`src/rtl/alu_pkg.sv`:
```
// alu_pkg: shared definitions for the sequential ALU adder.
//   SLICE_W          width of the shared carry-look-ahead slice
//   alu_seq_state_t  controller states (IDLE, RUN, DONE)
package alu_pkg;

    localparam int SLICE_W = 4;

    typedef enum logic [1:0] {
        IDLE = 2'd0,
        RUN  = 2'd1,
        DONE = 2'd2
    } alu_seq_state_t;

endpackage

```
`src/rtl/add_slice_4bit.sv`:
```
// add_slice_4bit: combinational 4-bit carry-look-ahead adder slice.
// Ports:
//   a, b   [3:0]  slice operands
//   c_in          carry into bit 0
//   sum    [3:0]  slice sum
//   c_out         carry out of bit 3
module add_slice_4bit (
    input  logic [3:0] a,
    input  logic [3:0] b,
    input  logic       c_in,
    output logic [3:0] sum,
    output logic       c_out
);

    logic [3:0] g_s;
    logic [3:0] p_s;
    logic [4:0] c_s;

    assign g_s = a & b;
    assign p_s = a ^ b;

    // Every carry is computed directly from generate/propagate terms,
    // so no carry ripples through a previous bit's carry.
    assign c_s[0] = c_in;
    assign c_s[1] = g_s[0] | (p_s[0] & c_in);
    assign c_s[2] = g_s[1] | (p_s[1] & g_s[0]) | (p_s[1] & p_s[0] & c_in);
    assign c_s[3] = g_s[2] | (p_s[2] & g_s[1]) | (p_s[2] & p_s[1] & g_s[0])
                  | (p_s[2] & p_s[1] & p_s[0] & c_in);
    assign c_s[4] = g_s[3] | (p_s[3] & g_s[2]) | (p_s[3] & p_s[2] & g_s[1])
                  | (p_s[3] & p_s[2] & p_s[1] & g_s[0])
                  | (p_s[3] & p_s[2] & p_s[1] & p_s[0] & c_in);

    assign sum   = p_s ^ c_s[3:0];
    assign c_out = c_s[4];

endmodule

```
`src/rtl/alu_seq_adder.sv`:
```
// alu_seq_adder: multi-cycle WIDTH-bit adder/subtractor that reuses one
// 4-bit carry-look-ahead slice, least-significant nibble first.
// Build option: define ALU_SEQ_SUB_EN to honour op_sub (A - B); when it is
// undefined op_sub is ignored and every operation is A + B + c_in.
// Ports:
//   clk, rst_n            clock, asynchronous active-low reset
//   in_valid / in_ready   request handshake (ready only in IDLE)
//   a, b, c_in, op_sub    operands, sampled on the request handshake
//   out_valid / out_ready result handshake
//   result, c_out         registered sum/difference and final carry
//                         (subtract: c_out = 1 means no borrow)
//   busy                  high while in RUN or DONE
module alu_seq_adder
    import alu_pkg::*;
#(
    parameter int WIDTH = 16
) (
    input  logic             clk,
    input  logic             rst_n,
    input  logic             in_valid,
    output logic             in_ready,
    input  logic [WIDTH-1:0] a,
    input  logic [WIDTH-1:0] b,
    input  logic             c_in,
    input  logic             op_sub,
    output logic             out_valid,
    input  logic             out_ready,
    output logic [WIDTH-1:0] result,
    output logic             c_out,
    output logic             busy
);

    localparam int NSLICE = WIDTH / SLICE_W;
    localparam int IDX_W  = (NSLICE > 1) ? $clog2(NSLICE) : 1;

    alu_seq_state_t   state_r;
    alu_seq_state_t   state_nx_s;
    logic [WIDTH-1:0] a_r;
    logic [WIDTH-1:0] b_r;
    logic             carry_r;
    logic [IDX_W-1:0] idx_r;
    logic [WIDTH-1:0] result_r;
    logic             c_out_r;
    logic             in_ready_r;
    logic             out_valid_r;
    logic             busy_r;

    logic [WIDTH-1:0]   b_eff_s;
    logic               c_init_s;
    logic [SLICE_W-1:0] slice_a_s;
    logic [SLICE_W-1:0] slice_b_s;
    logic [SLICE_W-1:0] slice_sum_s;
    logic               slice_co_s;
    logic               last_s;

`ifdef ALU_SEQ_SUB_EN
    // Subtraction as A + ~B + 1; the user carry-in is irrelevant then.
    assign b_eff_s  = op_sub ? ~b : b;
    assign c_init_s = op_sub ? 1'b1 : c_in;
`else
    logic unused_op_sub_s;
    assign unused_op_sub_s = op_sub;
    assign b_eff_s         = b;
    assign c_init_s        = c_in;
`endif

    assign slice_a_s = a_r[idx_r*SLICE_W +: SLICE_W];
    assign slice_b_s = b_r[idx_r*SLICE_W +: SLICE_W];
    assign last_s    = (idx_r == IDX_W'(NSLICE - 1));

    add_slice_4bit u_slice (
        .a     (slice_a_s),
        .b     (slice_b_s),
        .c_in  (carry_r),
        .sum   (slice_sum_s),
        .c_out (slice_co_s)
    );

    // Next-state logic of the IDLE/RUN/DONE controller.
    always_comb begin
        state_nx_s = state_r;
        case (state_r)
            IDLE: begin
                if (in_valid) begin
                    state_nx_s = RUN;
                end else begin
                    state_nx_s = IDLE;
                end
            end
            RUN: begin
                if (last_s) begin
                    state_nx_s = DONE;
                end else begin
                    state_nx_s = RUN;
                end
            end
            DONE: begin
                if (out_ready) begin
                    state_nx_s = IDLE;
                end else begin
                    state_nx_s = DONE;
                end
            end
            default: state_nx_s = IDLE;
        endcase
    end

    // State register; handshake flags are registered from the next state
    // so they change in the same cycle as the state itself.
    always_ff @(posedge clk or negedge rst_n) begin
        if (!rst_n) begin
            state_r     <= IDLE;
            in_ready_r  <= 1'b1;
            out_valid_r <= 1'b0;
            busy_r      <= 1'b0;
        end else begin
            state_r     <= state_nx_s;
            in_ready_r  <= (state_nx_s == IDLE);
            out_valid_r <= (state_nx_s == DONE);
            busy_r      <= (state_nx_s != IDLE);
        end
    end

    // Operand capture and one-nibble-per-cycle accumulation of the result.
    always_ff @(posedge clk or negedge rst_n) begin
        if (!rst_n) begin
            a_r      <= '0;
            b_r      <= '0;
            carry_r  <= 1'b0;
            idx_r    <= '0;
            result_r <= '0;
            c_out_r  <= 1'b0;
        end else begin
            case (state_r)
                IDLE: begin
                    if (in_valid) begin
                        a_r     <= a;
                        b_r     <= b_eff_s;
                        carry_r <= c_init_s;
                        idx_r   <= '0;
                    end
                end
                RUN: begin
                    result_r[idx_r*SLICE_W +: SLICE_W] <= slice_sum_s;
                    carry_r <= slice_co_s;
                    if (last_s) begin
                        c_out_r <= slice_co_s;
                    end else begin
                        idx_r <= idx_r + IDX_W'(1);
                    end
                end
                DONE: begin
                end
                default: begin
                end
            endcase
        end
    end

    assign in_ready  = in_ready_r;
    assign out_valid = out_valid_r;
    assign busy      = busy_r;
    assign result    = result_r;
    assign c_out     = c_out_r;

endmodule

```
`config.mk`:
```
export PLATFORM = sky130hd
export DESIGN_NAME = alu_seq_adder
export DESIGN_NICKNAME = d
export VERILOG_FILES = /design/src/rtl/alu_pkg.sv /design/src/rtl/add_slice_4bit.sv /design/src/rtl/alu_seq_adder.sv
export SDC_FILE = /design/constraint.sdc
export NUM_CORES = 1
export LEC_CHECK = 0
export BUFFER_PORTS_ARGS = -buffer_cell sky130_fd_sc_hd__buf_4
export CORE_ASPECT_RATIO = 1.75
export CORE_MARGIN = 2
export CORE_UTILIZATION = 45
export CTS_CLUSTER_DIAMETER = 40
export CTS_CLUSTER_SIZE = 24
export DETAILED_ROUTE_END_ITERATION = 10
export PLACE_DENSITY = 0.77
export SETUP_SLACK_MARGIN = 0.4
export SYNTH_ARGS = -nofsm -noshare
export SYNTH_HDL_FRONTEND = slang
export SYNTH_SLANG_ARGS = --single-unit
export TNS_END_PERCENT = 10
```
`constraint.sdc`:
```
create_clock -name clk -period 3.6 [get_ports clk]
set_input_delay 0.18 -clock clk [delete_from_list [all_inputs] [get_ports clk]]
set_output_delay 0.18 -clock clk [all_outputs]
set_load 0.005 [all_outputs]
```
**Yosys cells after proc, flatten, opt, wreduce, memory -nomap -nowiden**

Index checks and enable logic that the tools add are counted.

- Register bits after elaboration: 57
- Bits of input ports: 38

- Add/sub/neg operators: 2
- Eq/ne operators: 6
- Shift operators: 4
- Multiplexer cells: 10
- Bitwise operators: 29
- Reductions and logical operators: 8

Operators with widths:

| kind | count |
|---|---|
| negation 4 -> 34 bit | 1 |
| variable shift 4 x 34 -> 16 bit, first input constant | 1 |
| variable part select 4 x 34 -> 16 bit | 1 |
| variable part select 16 x 5 -> 4 bit | 2 |
| AND 1 bit | 16 |
| bitwise mux 16 bit | 1 |
| OR 1 bit | 10 |
| two-way mux 2 bit | 4 |
| XOR 4 bit | 2 |
| equality test 2 bit, second input constant | 3 |
| one-hot mux 2 bit (3 select lines) | 1 |
| AND reduction 2 bit | 3 |
| AND 4 bit | 1 |
| zero test 2 bit | 2 |
| inequality test 2 bit, second input constant | 2 |
| one-hot mux 2 bit (2 select lines) | 1 |
| nonzero test 2 bit | 2 |
| AND reduction 3 bit | 1 |
| adder 2 x 1 -> 2 bit, second input constant | 1 |
| equality test 2 x 1 -> 1 bit, second input constant | 1 |
| two-way mux 1 bit | 2 |
| one-hot mux 1 bit (2 select lines) | 1 |

**Longest topological paths before layout**

- Word-level depth: 9
- Gate-level depth with buffers: 6
- Depth with buffers taken out: 5

**Cells and area by module**

A second synthesis with hierarchy kept.

- Cells, all modules: 198
- Area total of the unflattened synthesis: 2680.1 um2

Modules (own cells, without submodules):

| module | times used | cells an instance | area an instance (um2) | sequential area each (um2) |
|---|---|---|---|---|
| alu_seq_adder | 1 | 181 | 2532.4 | 1427.6 |
| add_slice_4bit | 1 | 17 | 147.6 | 0.0 |

**Worst setup path before layout**

Ideal clock, no wire load.

- Path kind: register to register
- Start: register idx_r[0]
- End: register result_r[10] (netlist: result[10])
- Arrival: 2314 ps
- Required time: 3459 ps
- Setup slack: 1146 ps
- Cell stages (with the launch flop): 7
- Clock period less this slack: 2454 ps
- Cell sequence: dfrtp_1 > buf_2 > mux4_2 > ha_1 > a21o_1 > a211oi_1 > o31ai_1

- Cells in the longest elaborated chain, start to end: 9
- Elaborated cells between the ends (all ways): 24
- Classes of those cells: add/sub (1); shift (4); mux (1); bitwise (18)

Ends and longest elaborated chain:

| what | RTL line | source |
|---|---|---|
| start, declared | alu_seq_adder.sv:41 | `logic [IDX_W-1:0] idx_r;` |
| start signal, assigned | alu_seq_adder.sv:149 | `idx_r <= idx_r + IDX_W'(1);` |
| variable part select 16 x 5 -> 4 bit (on tied branches) | alu_seq_adder.sv:67, alu_seq_adder.sv:68 |  |
| XOR 4 bit or AND 4 bit (tied branches) | add_slice_4bit.sv:20, add_slice_4bit.sv:19 |  |
| AND 1 bit (on tied branches) | add_slice_4bit.sv:27, add_slice_4bit.sv:28 |  |
| OR 1 bit, or another cell as far along | add_slice_4bit.sv:27 | `assign c_s[3] = g_s[2] \| (p_s[2] & g_s[1]) \| (p_s[2] & p_s[1] & g_s[0])` |
| OR 1 bit or AND 1 bit (tied branches) | add_slice_4bit.sv:27, add_slice_4bit.sv:28 |  |
| OR 1 bit | add_slice_4bit.sv:28 | `\| (p_s[2] & p_s[1] & p_s[0] & c_in);` |
| XOR 4 bit | add_slice_4bit.sv:33 | `assign sum = p_s ^ c_s[3:0];` |
| variable part select 4 x 34 -> 16 bit | alu_seq_adder.sv:144 | `result_r[idx_r*SLICE_W +: SLICE_W] <= slice_sum_s;` |
| bitwise mux 16 bit (*) | alu_seq_adder.sv:144 |  |
| end signal, assigned by index | alu_seq_adder.sv:144 |  |
| end, declared | alu_seq_adder.sv:42 | `logic [WIDTH-1:0] result_r;` |

Mark *: on every way between the ends. The rest lies on a longest branch, timed or not.
A chain may end at the register's enable or synchronous reset.

**Worst setup path in the final report**

Ends and elaborated chain as after synthesis.

==> run summary <==
Status - completed
Drt pass-1 iters - 4
Final setup fails - 0
Number of distinct library cells after synthesis - 35
Net count after synthesis - 242
WL/cell - 14.42 um
Max-Cap Viols - 0
Layout cells sized above 1 - 0.4615
Crit path setup slack, layout - 0.7430 ns
Actual slew at the worst max-slew pin - 0.7725 ns
PD cells - 996.3 nW/um^2
Hold crit path type - in2reg
Clock Root Buffer - clkbuf_8
Post-synth EDFFs - 0
Post-route cell area - 3332 um^2
Post-route ant nets - 0
Commonest non-fill, non-tap cell in the layout - buf_4
CTS buffer count - 9
Max-slew violations - 0
Crit path kind - reg2reg
Detailed Route Iter0 Violations - 28
Fmax - 350.0 MHz
Core ar. - 5787 um^2
Worst-Skew Late Latency - 0.32 ns
Final #Nets - 304
Vias in the first global route - 1859
Die area - 6569 um^2
CTS tree - done
Final TNS setup - 0 ns
Post-DP HPWL - 3.632 mm
Total track usage - 0.1631
Min-delay src - b[6]
Worst path required time - 3.79 ns
WHS Endpoint - b_r[6]
Sequential Area - 1428 um^2
Port Buffer Count - 56
Finished Layout Cells - 338
Max clock buf depth - 2
Initial antenna violation count - 0
Synthesized area per cell - 13.79 um^2
Final min period - 2.857 ns
Vias post-DR - 1754
Worst slew margin - 0.4850
Worst slack, placed - 0.7134 ns
First-pass GRT wire length - 8.259 mm
Wirelength, routed - 4.875 mm
RD Place Congestion - 0.7919
Die width - 62.13 um
Worst r2r dst - result[10]
Fin crit share - 0.7936
Setup repair bufs after CTS - 0
Ports - 58
Mapped cell area - 2661 um^2
Via/cell ratio - 5.189
Reg2reg setup slack - 0.74 ns
CP arrival - 3.04 ns
Most frequent cells in the layout - 57 x buf_4, 56 x dfrtp_1, 33 x mux2_2
Crit start category - flip-flop
Ys async rst share - 1.000
Fillers - 511
FF-to-FF path depth - 5
Cts repair resizes - 0
Fin. Hold Viols - 0
Vert. Die Dim - 105.7 um
Flops & latches, synth - 57
R2r startpoint - idx_r[0]
Clk slew on worst S/H paths - 0.06 ns
Seq/Total Area, Yosys - 0.5364
Main synth FF type - dfrtp_1
CP max FO - 16
Post-Place Cells - 321
Cells after synthesis - 193
Clock sinks - 57
Area delta synth->final - 25.20%
Row Count - 37
Hold path cells - 2
Crit. End Element - flip-flop
Largest net degree at the start of global routing - 58
Grt ovf - 0
Leak - 0.001547 uW
Post-DP Area - 3129 um^2
Total power - 3320 uW
Maximum VDD drop - 414.5 uV
Multi-input logic area - 1161 um^2
Synth warnings - 0
DRC viols - 0
Skew final - 0.005659 ns
Unrepaired setup endpoints after global routing - no
N_diodes - 0
Initial Util - 0.4599
CTS HTree Levels - 3
-- where the power goes --
group / leakage, uW / switching (uW) / internal [uW]
sequential: 0.000702 / 232 / 941
combinational: 0.000742 / 782 / 812
clock: 0.000102 / 230 / 323
total: 0.00155 / 1240 / 2080
-- synth_stat cells, types with 2 or more instances --
| library cell | number | area [um^2] |
|---|---|---|
| nor2_1 | 5 | 18.77 |
| nand3b_1 | 4 | 30.03 |
| o31ai_2 | 2 | 25.02 |
| dfrtp_1 | 56 | 1401 |
| mux4_2 | 8 | 180.2 |
| inv_1 | 4 | 15.01 |
| nand2b_1 | 2 | 12.51 |
| buf_6 | 3 | 33.78 |
| nand2_1 | 22 | 82.58 |
| buf_4 | 2 | 15.01 |
| o21a_1 | 2 | 15.01 |
| o31ai_1 | 6 | 45.04 |
| a21o_1 | 3 | 22.52 |
| o21ai_0 | 11 | 55.05 |
| ha_1 | 10 | 125.1 |
| mux2_2 | 33 | 371.6 |
| a211oi_1 | 2 | 15.01 |
-- cells by family (layout without fill, tap and decap cells) --
family / count (synthesis) / count (layout) / synth area share
buf+inv: 11 / 78 / 0.02726
fa+ha+maj: 11 / 11 / 0.05454
simple gates: 42 / 42 / 0.09074
xor+xnor: 1 / 1 / 0.003292
flops: 57 / 57 / 0.5364
mux: 42 / 42 / 0.2111
compound gates: 29 / 29 / 0.07663
-- through the flow --
stage | hold slack, ns | utilization
3_5_place_dp | 0.2704 | 0.5408
2_1_floorplan | -0.1156 | -
4_1_cts | 0.07538 | 0.5758
5_1_grt | 0.07934 | 0.5758
3_3_place_gp | 0.2665 | 0.5408
6_report | 0.08508 | 0.5758
-- registers in the layout, summed over array words and instances (netlist names) --
| register | count |
|---|---|
| state_r | 2 |
| in_ready | 1 |
| carry_r | 1 |
| busy | 1 |
| result | 16 |
| a_r | 16 |
| c_out | 1 |
| idx_r | 2 |
| b_r | 16 |
| out_valid | 1 |
-- metal layers --
metal | vias up | track usage | share of wire
met3 | 13 | 0.03949 | 0.036
met5 | - | 0 | 0
met4 | 0 | 0.08730 | 0.030
met1 | 869 | 0.1655 | 0.37
met2 | 45 | 0.3028 | 0.56
li1 | 827 | - | -
-- what timing repair did --
| action | in CTS | in global routing |
|---|---|---|
| hold endpoints to repair | 56 | 0 |
| hold buffers | 1 | 0 |
| setup endpoints to repair | 0 | 0 |
-- cell type report --
cell class | count | share of cell area
clock buffer | 14 | 0.05483
clock inverter | 2 | 0.003004
inverter | 4 | 0.004506
multi-input combinational | 125 | 0.3485
sequential | 57 | 0.4285
tap | 78 | 0.02929
timing repair buffer | 58 | 0.1314
-- worst max-delay path by stage --
stage / from / endpoint / slack (ns) / cells past startpoint
floorplan: idx_r[0] / result[10] / 1.15 / 6
global placement: idx_r[0] / result[6] / 0.76 / 5
detailed placement: idx_r[0] / result[6] / 0.71 / 5
CTS: idx_r[0] / result[6] / 0.72 / 5
global route: idx_r[0] / result[10] / 0.56 / 5
finish: idx_r[0] / result[10] / 0.74 / 5
-- critical path: stages (launching register included) --
cell and delay [ns]:
dfrtp_1 0.84, mux4_2 0.63, ha_1 0.33, a21o_1 0.21
a211oi_1 0.56, o31ai_1 0.14
Power figures use the tool's default switching activity.
